==> config.mk <==
export PLATFORM = sky130hd
export DESIGN_NAME = stacker_engine
export DESIGN_NICKNAME = d
export VERILOG_FILES = /design/src/rtl/stacker_pkg.sv /design/src/rtl/stacker_popcount.sv /design/src/rtl/stacker_engine.sv
export SDC_FILE = /design/constraint.sdc
export NUM_CORES = 1
export LEC_CHECK = 0
export ABC_AREA = 1
export ABC_CLOCK_PERIOD_IN_PS = 4100
export CORE_AREA = 4 4 93 95
export CTS_BUF_LIST = sky130_fd_sc_hd__clkbuf_16
export DETAILED_ROUTE_END_ITERATION = 6
export DIE_AREA = 0 0 97 99
export PLACE_DENSITY = 0.69
export SETUP_SLACK_MARGIN = 0.15
export SYNTH_ARGS = -nofsm -noshare
export SYNTH_HDL_FRONTEND = slang
export SYNTH_SLANG_ARGS = --single-unit
==> constraint.sdc <==
create_clock -name clk -period 4.1 [get_ports clk]
set_clock_uncertainty 0.05 [all_clocks]
set_input_delay 0.82 -clock clk [delete_from_list [all_inputs] [get_ports clk]]
set_output_delay 0.82 -clock clk [all_outputs]
set_load 0.05 [all_outputs]
==> src/rtl/stacker_pkg.sv <==
// Shared state encodings, direction constants and width helpers for the stacking-game controller.
package stacker_pkg;

    typedef enum logic [2:0] {
        ST_INIT  = 3'b000,
        ST_MOVE  = 3'b001,
        ST_PLACE = 3'b010,
        ST_ALIGN = 3'b100,
        ST_WIN   = 3'b101,
        ST_LOSE  = 3'b111
    } state_t;

    localparam logic DIR_RIGHT = 1'b0;
    localparam logic DIR_LEFT  = 1'b1;

    function automatic int row_w(input int rows);
        return (rows > 1) ? $clog2(rows) : 1;
    endfunction

    function automatic int score_w(input int cols, input int rows);
        return $clog2(cols * rows + 1);
    endfunction

    function automatic int count_w(input int bits);
        return $clog2(bits + 1);
    endfunction

endpackage

==> src/rtl/stacker_popcount.sv <==
// Combinational population count of a W-bit row word.
module stacker_popcount
    import stacker_pkg::*;
#(
    parameter int W  = 8,
    parameter int CW = count_w(W)
) (
    input  logic [W-1:0]  bits,
    output logic [CW-1:0] count
);

    always_comb begin
        count = '0;
        for (int i = 0; i < W; i++) begin
            count = count + CW'(bits[i]);
        end
    end

endmodule

==> src/rtl/stacker_engine.sv <==
// Stacking-game controller: moves a block across the current row, settles it on the row
// below, and drives the row-memory write port, score, level and win/lose flags.
//
// state | meaning
// INIT  | clear array, load initial block, write row 0
// MOVE  | block bounces on step_tick; btn drops it
// PLACE | write overlap with row below; lose, win or continue
// ALIGN | shift survivor to the left edge, then climb a level
// WIN   | top row reached; btn restarts
// LOSE  | nothing overlapped; btn restarts
module stacker_engine
    import stacker_pkg::*;
#(
    parameter int COLS     = 8,
    parameter int ROWS     = 8,
    parameter int INIT_LEN = 3,
    parameter int RW       = row_w(ROWS),
    parameter int SW       = score_w(COLS, ROWS)
) (
    input  logic            clk,
    input  logic            reset,
    input  logic            btn,
    input  logic            step_tick,
    output logic            clr_array,
    output logic            wr_en,
    output logic [RW-1:0]   wr_row,
    output logic [COLS-1:0] wr_data,
    output logic [RW-1:0]   level,
    output logic [SW-1:0]   score,
    output logic            win,
    output logic            lose,
    output logic [2:0]      state
);

    localparam int PW = count_w(COLS);
    localparam logic [COLS-1:0] ALL_ONES  = '1;
    localparam logic [COLS-1:0] INIT_CUR  = ~(ALL_ONES >> INIT_LEN);
    localparam logic [SW:0]     SCORE_MAX = (SW + 1)'(COLS * ROWS);
    localparam logic [RW-1:0]   LAST_ROW  = RW'(ROWS - 1);

    state_t          cur_state, next_state;
    logic [COLS-1:0] cur, cur_next;
    logic [COLS-1:0] prev, prev_next;
    logic [COLS-1:0] placed, placed_next;
    logic [COLS-1:0] shifted;
    logic            dir, dir_next;
    logic            bounce;
    logic [RW-1:0]   level_next;
    logic [SW-1:0]   score_next;
    logic            wr_en_next;
    logic [RW-1:0]   wr_row_next;
    logic [COLS-1:0] wr_data_next;
    logic [PW-1:0]   placed_count;
    logic [SW:0]     score_sum;
    logic [SW-1:0]   score_sat;

    stacker_popcount #(.W(COLS), .CW(PW)) u_popcount (
        .bits  (placed),
        .count (placed_count)
    );

    assign clr_array = (cur_state == ST_INIT);
    assign win       = (cur_state == ST_WIN);
    assign lose      = (cur_state == ST_LOSE);
    assign state     = cur_state;

    always_comb begin
        score_sum = {1'b0, score} + (SW + 1)'(placed_count);
        score_sat = (score_sum > SCORE_MAX) ? SCORE_MAX[SW-1:0] : score_sum[SW-1:0];
    end

    // A block touching the edge it is heading for reverses and moves away on the same tick.
    always_comb begin
        bounce = (dir == DIR_RIGHT) ? cur[0] : cur[COLS-1];
        if (&cur) begin
            shifted = cur;
        end else if ((dir == DIR_RIGHT) ^ bounce) begin
            shifted = cur >> 1;
        end else begin
            shifted = cur << 1;
        end
    end

    always_comb begin
        next_state   = cur_state;
        cur_next     = cur;
        prev_next    = prev;
        placed_next  = placed;
        dir_next     = dir;
        level_next   = level;
        score_next   = score;
        wr_en_next   = 1'b0;
        wr_row_next  = wr_row;
        wr_data_next = wr_data;
        case (cur_state)
            ST_INIT: begin
                cur_next     = INIT_CUR;
                prev_next    = ALL_ONES;
                dir_next     = DIR_RIGHT;
                level_next   = '0;
                score_next   = '0;
                wr_en_next   = 1'b1;
                wr_row_next  = '0;
                wr_data_next = INIT_CUR;
                next_state   = ST_MOVE;
            end
            ST_MOVE: begin
                if (btn) begin
                    placed_next = cur & prev;
                    next_state  = ST_PLACE;
                end else if (step_tick) begin
                    cur_next     = shifted;
                    if (!(&cur) && bounce) begin
                        dir_next = ~dir;
                    end
                    wr_en_next   = 1'b1;
                    wr_row_next  = level;
                    wr_data_next = shifted;
                end
            end
            ST_PLACE: begin
                wr_en_next   = 1'b1;
                wr_row_next  = level;
                wr_data_next = placed;
                if (placed == '0) begin
                    next_state = ST_LOSE;
                end else begin
                    score_next = score_sat;
                    if (level == LAST_ROW) begin
                        next_state = ST_WIN;
                    end else begin
                        prev_next  = placed;
                        cur_next   = placed;
                        next_state = ST_ALIGN;
                    end
                end
            end
            ST_ALIGN: begin
                if (!cur[COLS-1]) begin
                    cur_next = cur << 1;
                end else begin
                    level_next   = level + RW'(1);
                    wr_en_next   = 1'b1;
                    wr_row_next  = level + RW'(1);
                    wr_data_next = cur;
                    dir_next     = DIR_RIGHT;
                    next_state   = ST_MOVE;
                end
            end
            ST_WIN, ST_LOSE: begin
                if (btn) begin
                    score_next = '0;
                    level_next = '0;
                    next_state = ST_INIT;
                end
            end
            default: next_state = ST_INIT;
        endcase
    end

    always_ff @(posedge clk) begin
        if (reset) begin
            cur_state <= ST_INIT;
            cur       <= '0;
            prev      <= '1;
            placed    <= '0;
            dir       <= DIR_RIGHT;
            level     <= '0;
            score     <= '0;
            wr_en     <= 1'b0;
            wr_row    <= '0;
            wr_data   <= '0;
        end else begin
            cur_state <= next_state;
            cur       <= cur_next;
            prev      <= prev_next;
            placed    <= placed_next;
            dir       <= dir_next;
            level     <= level_next;
            score     <= score_next;
            wr_en     <= wr_en_next;
            wr_row    <= wr_row_next;
            wr_data   <= wr_data_next;
        end
    end

endmodule

### Yosys cells after proc, flatten, opt, wreduce, memory -nomap -nowiden

Index checks and enable logic that the tools add are counted.

* memories kept: 0
* input port bits: 4
* bits in latches: 0
* logic and storage cells: 96
* flip-flop bits (word level): 50
* output and inout port bits: 28
* bits in writable memories: 0
* memory bits (read-only): 0

* $lt $le $gt $ge: 1
* mux-type cells: 36
* $add $sub $neg: 9
* multiply operators: 0
* equal/unequal tests: 15
* div/mod/pow operators: 0
* bitwise logic cells: 3
* shift operators: 0
* reductions and logical operators: 21

Operator list (number)
* 8-bit two-way mux: 8
* 8-bit one-hot mux with 4 select lines: 2
* 4-bit by 1-bit adder with 4-bit output: 6
* 7-bit two-way mux: 3
* 7-bit one-hot mux with 3 select lines: 1
* 3-bit two-way mux: 6
* 2-bit != test, second input constant: 9
* 8-bit one-hot mux with 2 select lines: 1
* 3-bit one-hot mux with 5 select lines: 1
* 3-bit == test, second input constant: 4
* 3-bit one-hot mux with 4 select lines: 1
* 3-bit AND reduction: 4
* 5-bit AND reduction: 2
* 1-bit two-way mux: 9
* 3-bit one-hot mux with 3 select lines: 1
* 3-bit nonzero test: 3
* 7-bit by 4-bit adder with 8-bit output: 1
* 8-bit bitwise AND: 1
* 8-bit by 7-bit greater-than comparator with 1-bit output, second input constant: 1
* 8-bit zero test: 1
* 8-bit AND reduction: 1
* 1-bit one-hot mux with 3 select lines: 2
* 6-bit AND reduction: 1
* 4-bit AND reduction: 1
* other kinds (14): 15

### Logic depth before layout (Yosys ltp)

* depth in word-level cells: 12
* mapped depth: 20
* depth with buffers taken out: 20

### Cells and area by module

A second synthesis with hierarchy kept.

* cell total of the unflattened synthesis: 429
* area total of the unflattened synthesis: 2882.8 µm²

Modules (own cells, without submodules)
* stacker_engine: cells each 406, area an instance 2703.8 µm², seq. area each 1001.0 µm², instances 1
* stacker_popcount: cells each 23, area an instance 178.9 µm², seq. area each 0.0 µm², instances 1

### Worst setup path after synthesis

Ideal clock, no wire load.

* path kind: register to register
* start point: reg placed[0]
* end point: reg score[0]
* setup time: 70 ps
* required time: 3980 ps
* slack: 341 ps
* clock period less this slack: 3759 ps
* stages on the path, launching flop included: 18
* arrival: 3638 ps
* path buffers: 0
* cells stage by stage: dfxtp_1 > inv_1 > ha_1 > inv_1 > fa_1 > fa_1 > fa_1 > fa_1 > fa_1 > inv_1 > nand3_1 > nand2_1 > nand3_1 > nand2_1 > nand2_1 > nand2_1 > nand2_1 > a21oi_1

* word-level cells in the longest chain between the ends: 12
* elaborated cells between the ends (all ways): 15
* classes of those cells: add/sub (8); order compare (1); eq/ne (1); mux (3); reduce/logical (2)

RTL lines
* from (decl): RTL line stacker_engine.sv:44 `logic [COLS-1:0] placed, placed_next;`
* from (signal assigned): RTL line stacker_engine.sv:177 `placed <= placed_next;`
* 1-bit by 1-bit adder with 2-bit output: RTL line stacker_popcount.sv:15 `count = count + CW'(bits[i]);`
* 4-bit by 1-bit adder with 4-bit output (6 in a row): RTL line stacker_popcount.sv:15
* 7-bit by 4-bit adder with 8-bit output: RTL line stacker_engine.sv:68 `score_sum = {1'b0, score} + (SW + 1)'(placed_count);`
* 8-bit by 7-bit greater-than comparator with 1-bit output: RTL line stacker_engine.sv:69 `score_sat = (score_sum > SCORE_MAX) ? SCORE_MAX[SW-1:0] : score_sum[SW-1:0];`
* 7-bit two-way mux: RTL line stacker_engine.sv:69
* 7-bit two-way mux: RTL line stacker_engine.sv:125 `if (placed == '0) begin`
* 7-bit one-hot mux with 3 select lines: RTL line stacker_engine.sv:95 `case (cur_state)`
* to (signal assigned): RTL line stacker_engine.sv:180 `score <= score_next;`
* to (decl): RTL line stacker_engine.sv:29 `output logic [SW-1:0] score,`

Parallel ways exist; a longest one is shown, timed or not. The select of a mux whose other input is x is not followed.
A chain may end at the register's enable or synchronous reset.

### Worst setup path after layout

* start point: reg placed[1]
* end point: reg score[1]

Same word-level chain as after synthesis.

==> reports/summary.json <==
{
  "synth_cells": {"value": 425},
  "worst_slew_margin_rel": {"value": 50.45, "unit": "%"},
  "drive_above_1_share": {"value": 14.41, "unit": "%"},
  "cellPowerDensity": {"value": 866.3, "unit": "mW/mm^2"},
  "synth.most_common_cell": {"value": "sky130_fd_sc_hd__nand2_1"},
  "detail_route.first_pass.iterations": {"value": 4},
  "dieArea": {"value": 0.009603, "unit": "mm^2"},
  "synth.largest_area_cell": {"value": "sky130_fd_sc_hd__dfxtp_1"},
  "postSynthRegisterBits": {"value": 50},
  "h_tree_level_count": {"value": 2},
  "finalWorstPathRequiredPeriod": {"value": 3.902, "unit": "ns"},
  "synth_sequential_area_ratio": {"value": 33.02, "unit": "%"},
  "ant_nets": {"value": 0},
  "internal_power": {"value": 1.510, "unit": "mW"},
  "clock_insertion_delay_worst_skew": {"value": 0.29, "unit": "ns"},
  "tritoncts": {"value": "yes"},
  "placed_cells": {"value": 549},
  "seqPwrFrac": {"value": 25.2, "unit": "%"},
  "synth-edff-count": {"value": 0},
  "switchingPower": {"value": 1.652, "unit": "mW"},
  "drt-total-wl": {"value": 7.384, "unit": "mm"},
  "synth_area_per_cell": {"value": 7.133, "unit": "um^2"},
  "cp_max_fo": {"value": 5},
  "route.vias.total": {"value": 2832},
  "maximum_number_of_buffers_from_clock_root_to_sink": {"value": 2},
  "wire_length_of_the_first_global_routing_pass": {"value": 12.10, "unit": "mm"},
  "die-height": {"value": 99, "unit": "um"},
  "vias_per_cell": {"value": 5.057},
  "synth_warnings": {"value": 0},
  "grt_start_max_net_pins": {"value": 28},
  "core-area": {"value": 0.007727, "unit": "mm^2"},
  "cts-buffers-inserted": {"value": 5},
  "dr.first_iter.drc_count": {"value": 153},
  "p_clk_share": {"value": 13.0, "unit": "%"},
  "unrepaired_setup_endpoints_after_global_routing": {"value": "yes"},
  "switching_share": {"value": 52.25, "unit": "%"},
  "placementRows": {"value": 32},
  "setup.worst_path.end_class": {"value": "register"},
  "post_drt_wl_per_cell": {"value": 13.19, "unit": "um"},
  "slew_violations": {"value": 0},
  "power.combinational.fraction": {"value": 61.8, "unit": "%"},
  "crit_path_start_kind": {"value": "register"},
  "chipWidth": {"value": 97, "unit": "um"},
  "final_cell_count_no_fill": {"value": 560},
  "tightestPinTransition": {"value": 0.7424, "unit": "ns"},
  "netlist.area_leader.share": {"value": 33.02, "unit": "%"},
  "clk_pin_slew_worst_paths": {"value": 0.07, "unit": "ns"},
  "tritoncts_num_sinks": {"value": 50},
  "final_net_count": {"value": 478},
  "run_status": {"value": "finished clean"},
  "cap_viol_max_count": {"value": 0},
  "synth_top_flop_cell": {"value": "sky130_fd_sc_hd__dfxtp_1"},
  "vias_in_the_first_global_route": {"value": 2636},
  "crit_required": {"value": 4.28, "unit": "ns"},
  "port_buffers": {"value": 31},
  "gr-total-overflow": {"value": 0},
  "synth-async-reset-ratio": {"value": 0, "unit": "%"},
  "ws_path_type": {"value": "reg -> reg"},
  "critical_path_arrival": {"value": 4.08, "unit": "ns"},
  "p_leak": {"value": 1.533, "unit": "nW"},
  "design.portCount": {"value": 32},
  "insertedDiodeCount": {"value": 0},
  "number_of_remaining_drc_errors": {"value": 0},
  "setup-violations-final": {"value": 0},
  "fmax": {"value": 0.2563, "unit": "GHz"},
  "syn-num-nets": {"value": 446},
  "initial_utilization": {"value": 39.23, "unit": "%"},
  "clockRootBuffer": {"value": "sky130_fd_sc_hd__clkbuf_16"},
  "syn_area": {"value": 0.003032, "unit": "mm^2"},
  "hold_viol": {"value": 0},
  "synth.top_cells.by_count": {"value": "110 x sky130_fd_sc_hd__nand2_1, 50 x sky130_fd_sc_hd__dfxtp_1, 44 x sky130_fd_sc_hd__inv_1"},
  "count_of_unique_library_cells_instantiated_by_yosys": {"value": 41},
  "dpl.hpwl": {"value": 5.440, "unit": "mm"},
  "worst_hold_path_type": {"value": "reg -> reg"},
  "syn_to_final_growth": {"value": 20.39, "unit": "%"},
  "final.period_utilization": {"value": 95.18, "unit": "%"},
  "gr-usage-all-layers": {"value": 15.10, "unit": "%"},
  "grt_antenna_before_repair": {"value": 0},
  "setup_total_negative_slack": {"value": 0, "unit": "ns"},
  "max-vdd-ir-drop": {"value": 279.6, "unit": "uV"},
  "place_congestion": {"value": 0.8576},
  "holdBufCountCts": {"value": 0},
  "synth.area.top_cells": {"value": "sky130_fd_sc_hd__dfxtp_1 33%, sky130_fd_sc_hd__nand2_1 14%, sky130_fd_sc_hd__a21oi_1 6.6%"}
}
-- cells in the final DEF, fill, tap and decap left out, drive strengths merged, types with 3 or more instances in the layout --
| cell | count |
|---|---|
| nor3 | 5 |
| nand4 | 3 |
| clkdlybuf4s50 | 31 |
| nand2 | 119 |
| o21ai | 28 |
| buf | 4 |
| nor2 | 42 |
| fa | 5 |
| ha | 12 |
| nand3 | 25 |
| a211oi | 10 |
| inv | 55 |
| o211ai | 10 |
| clkinv | 3 |
| dfxtp | 50 |
| clkbuf | 5 |
| a21oi | 41 |
-- logic make-up (layout without fill, tap and decap cells) --
logic type | after synthesis | in the layout | synth area share (%)
simple gates | 200 | 200 | 31.99
flops | 50 | 50 | 33.02
fa+ha+maj | 17 | 17 | 8.254
buf+inv | 65 | 98 | 8.791
xor+xnor | 1 | 1 | 0.2890
compound gates | 92 | 92 | 17.66
-- metrics by stage --
stage / total power, mW / setup WS, ns / cell area [um^2] / hold slack, ns / util (%)
after CTS: 3.121 / 0.1274 / 3586 / 0.4118 / 46.41
after floorplan: 2.247 / 0.3414 / 3032 / 0.3924 / -
final: 3.162 / 0.1977 / 3650 / 0.4085 / 47.23
after global routing: 3.408 / 0.02153 / 3650 / 0.4552 / 47.23
after global placement: 2.653 / 0.2204 / 3427 / 0.3992 / 44.35
after detailed placement: 2.696 / 0.06277 / 3427 / 0.4031 / 44.35
-- critical path: stages, from the launching register on --
cell	delay (ns)
sky130_fd_sc_hd__dfxtp_2	0.34
sky130_fd_sc_hd__inv_2	0.05
sky130_fd_sc_hd__ha_4	0.25
sky130_fd_sc_hd__inv_2	0.03
sky130_fd_sc_hd__fa_1	0.53
sky130_fd_sc_hd__fa_1	0.45
sky130_fd_sc_hd__fa_2	0.38
sky130_fd_sc_hd__fa_1	0.49
sky130_fd_sc_hd__fa_2	0.56
sky130_fd_sc_hd__nand2_2	0.05
sky130_fd_sc_hd__a21oi_2	0.09
sky130_fd_sc_hd__nand3_1	0.08
sky130_fd_sc_hd__nor2_1	0.11
sky130_fd_sc_hd__nand2_1	0.06
sky130_fd_sc_hd__nand2_2	0.10
sky130_fd_sc_hd__nand2_1	0.06
sky130_fd_sc_hd__a21oi_1	0.13
-- final timing paths --
check        startpoint         to  slack [ns]  depth (start not counted)
min reg2reg   wr_row[0]  wr_row[0]        0.41                          2
max reg2reg   placed[1]   score[1]        0.20                         16
min           wr_row[0]  wr_row[0]        0.41                          2
max           placed[1]   score[1]        0.20                         16
-- power groups by stage --
stage                     sequential, mW  combinational (mW)  clock, mW
after CTS                          0.796                1.91      0.417
final                              0.797                1.95      0.411
after detailed placement           0.804                1.89          0
after global placement             0.801                1.85          0
after global routing               0.823                2.15      0.437
after floorplan                     1.00                1.24          0
-- repair_timing --
item,4_1_cts,5_1_grt
gates resized for setup,6,13
setup buffers,0,3
endpoints found under the setup margin,5,7
pin swaps,1,14
cloned,0,0
-- routing by layer --
metal / wire (um) / share of wire (%) / GRT usage [%] / vias up
li1: - / - / - / 1459
met1: 3303 / 45 / 19.26 / 1299
met2: 3594 / 49 / 26.43 / 63
met3: 373 / 5.1 / 2.477 / 11
met4: 111 / 1.5 / 4.104 / 0
met5: 0 / 0 / 0 / -
-- state kept, by name, summed over array words and instances, names as in the netlist --
name / count
prev: 8
dir: 1
score: 7
cur: 8
level: 3
wr_row: 3
placed: 8
state: 3
wr_en: 1
wr_data: 8
-- final cells by class --
| class | instances | area, um^2 |
|---|---|---|
| clock buffers | 5 | 125.1 |
| clock inverters | 3 | 21.27 |
| fillers | 771 | 4078 |
| inverters | 55 | 216.5 |
| multi-input cells | 310 | 1815 |
| flip-flops and latches | 50 | 1003 |
| well taps | 102 | 127.6 |
| repair buffers | 35 | 340.3 |
No activity file was read; power rests on OpenSTA's default activity.
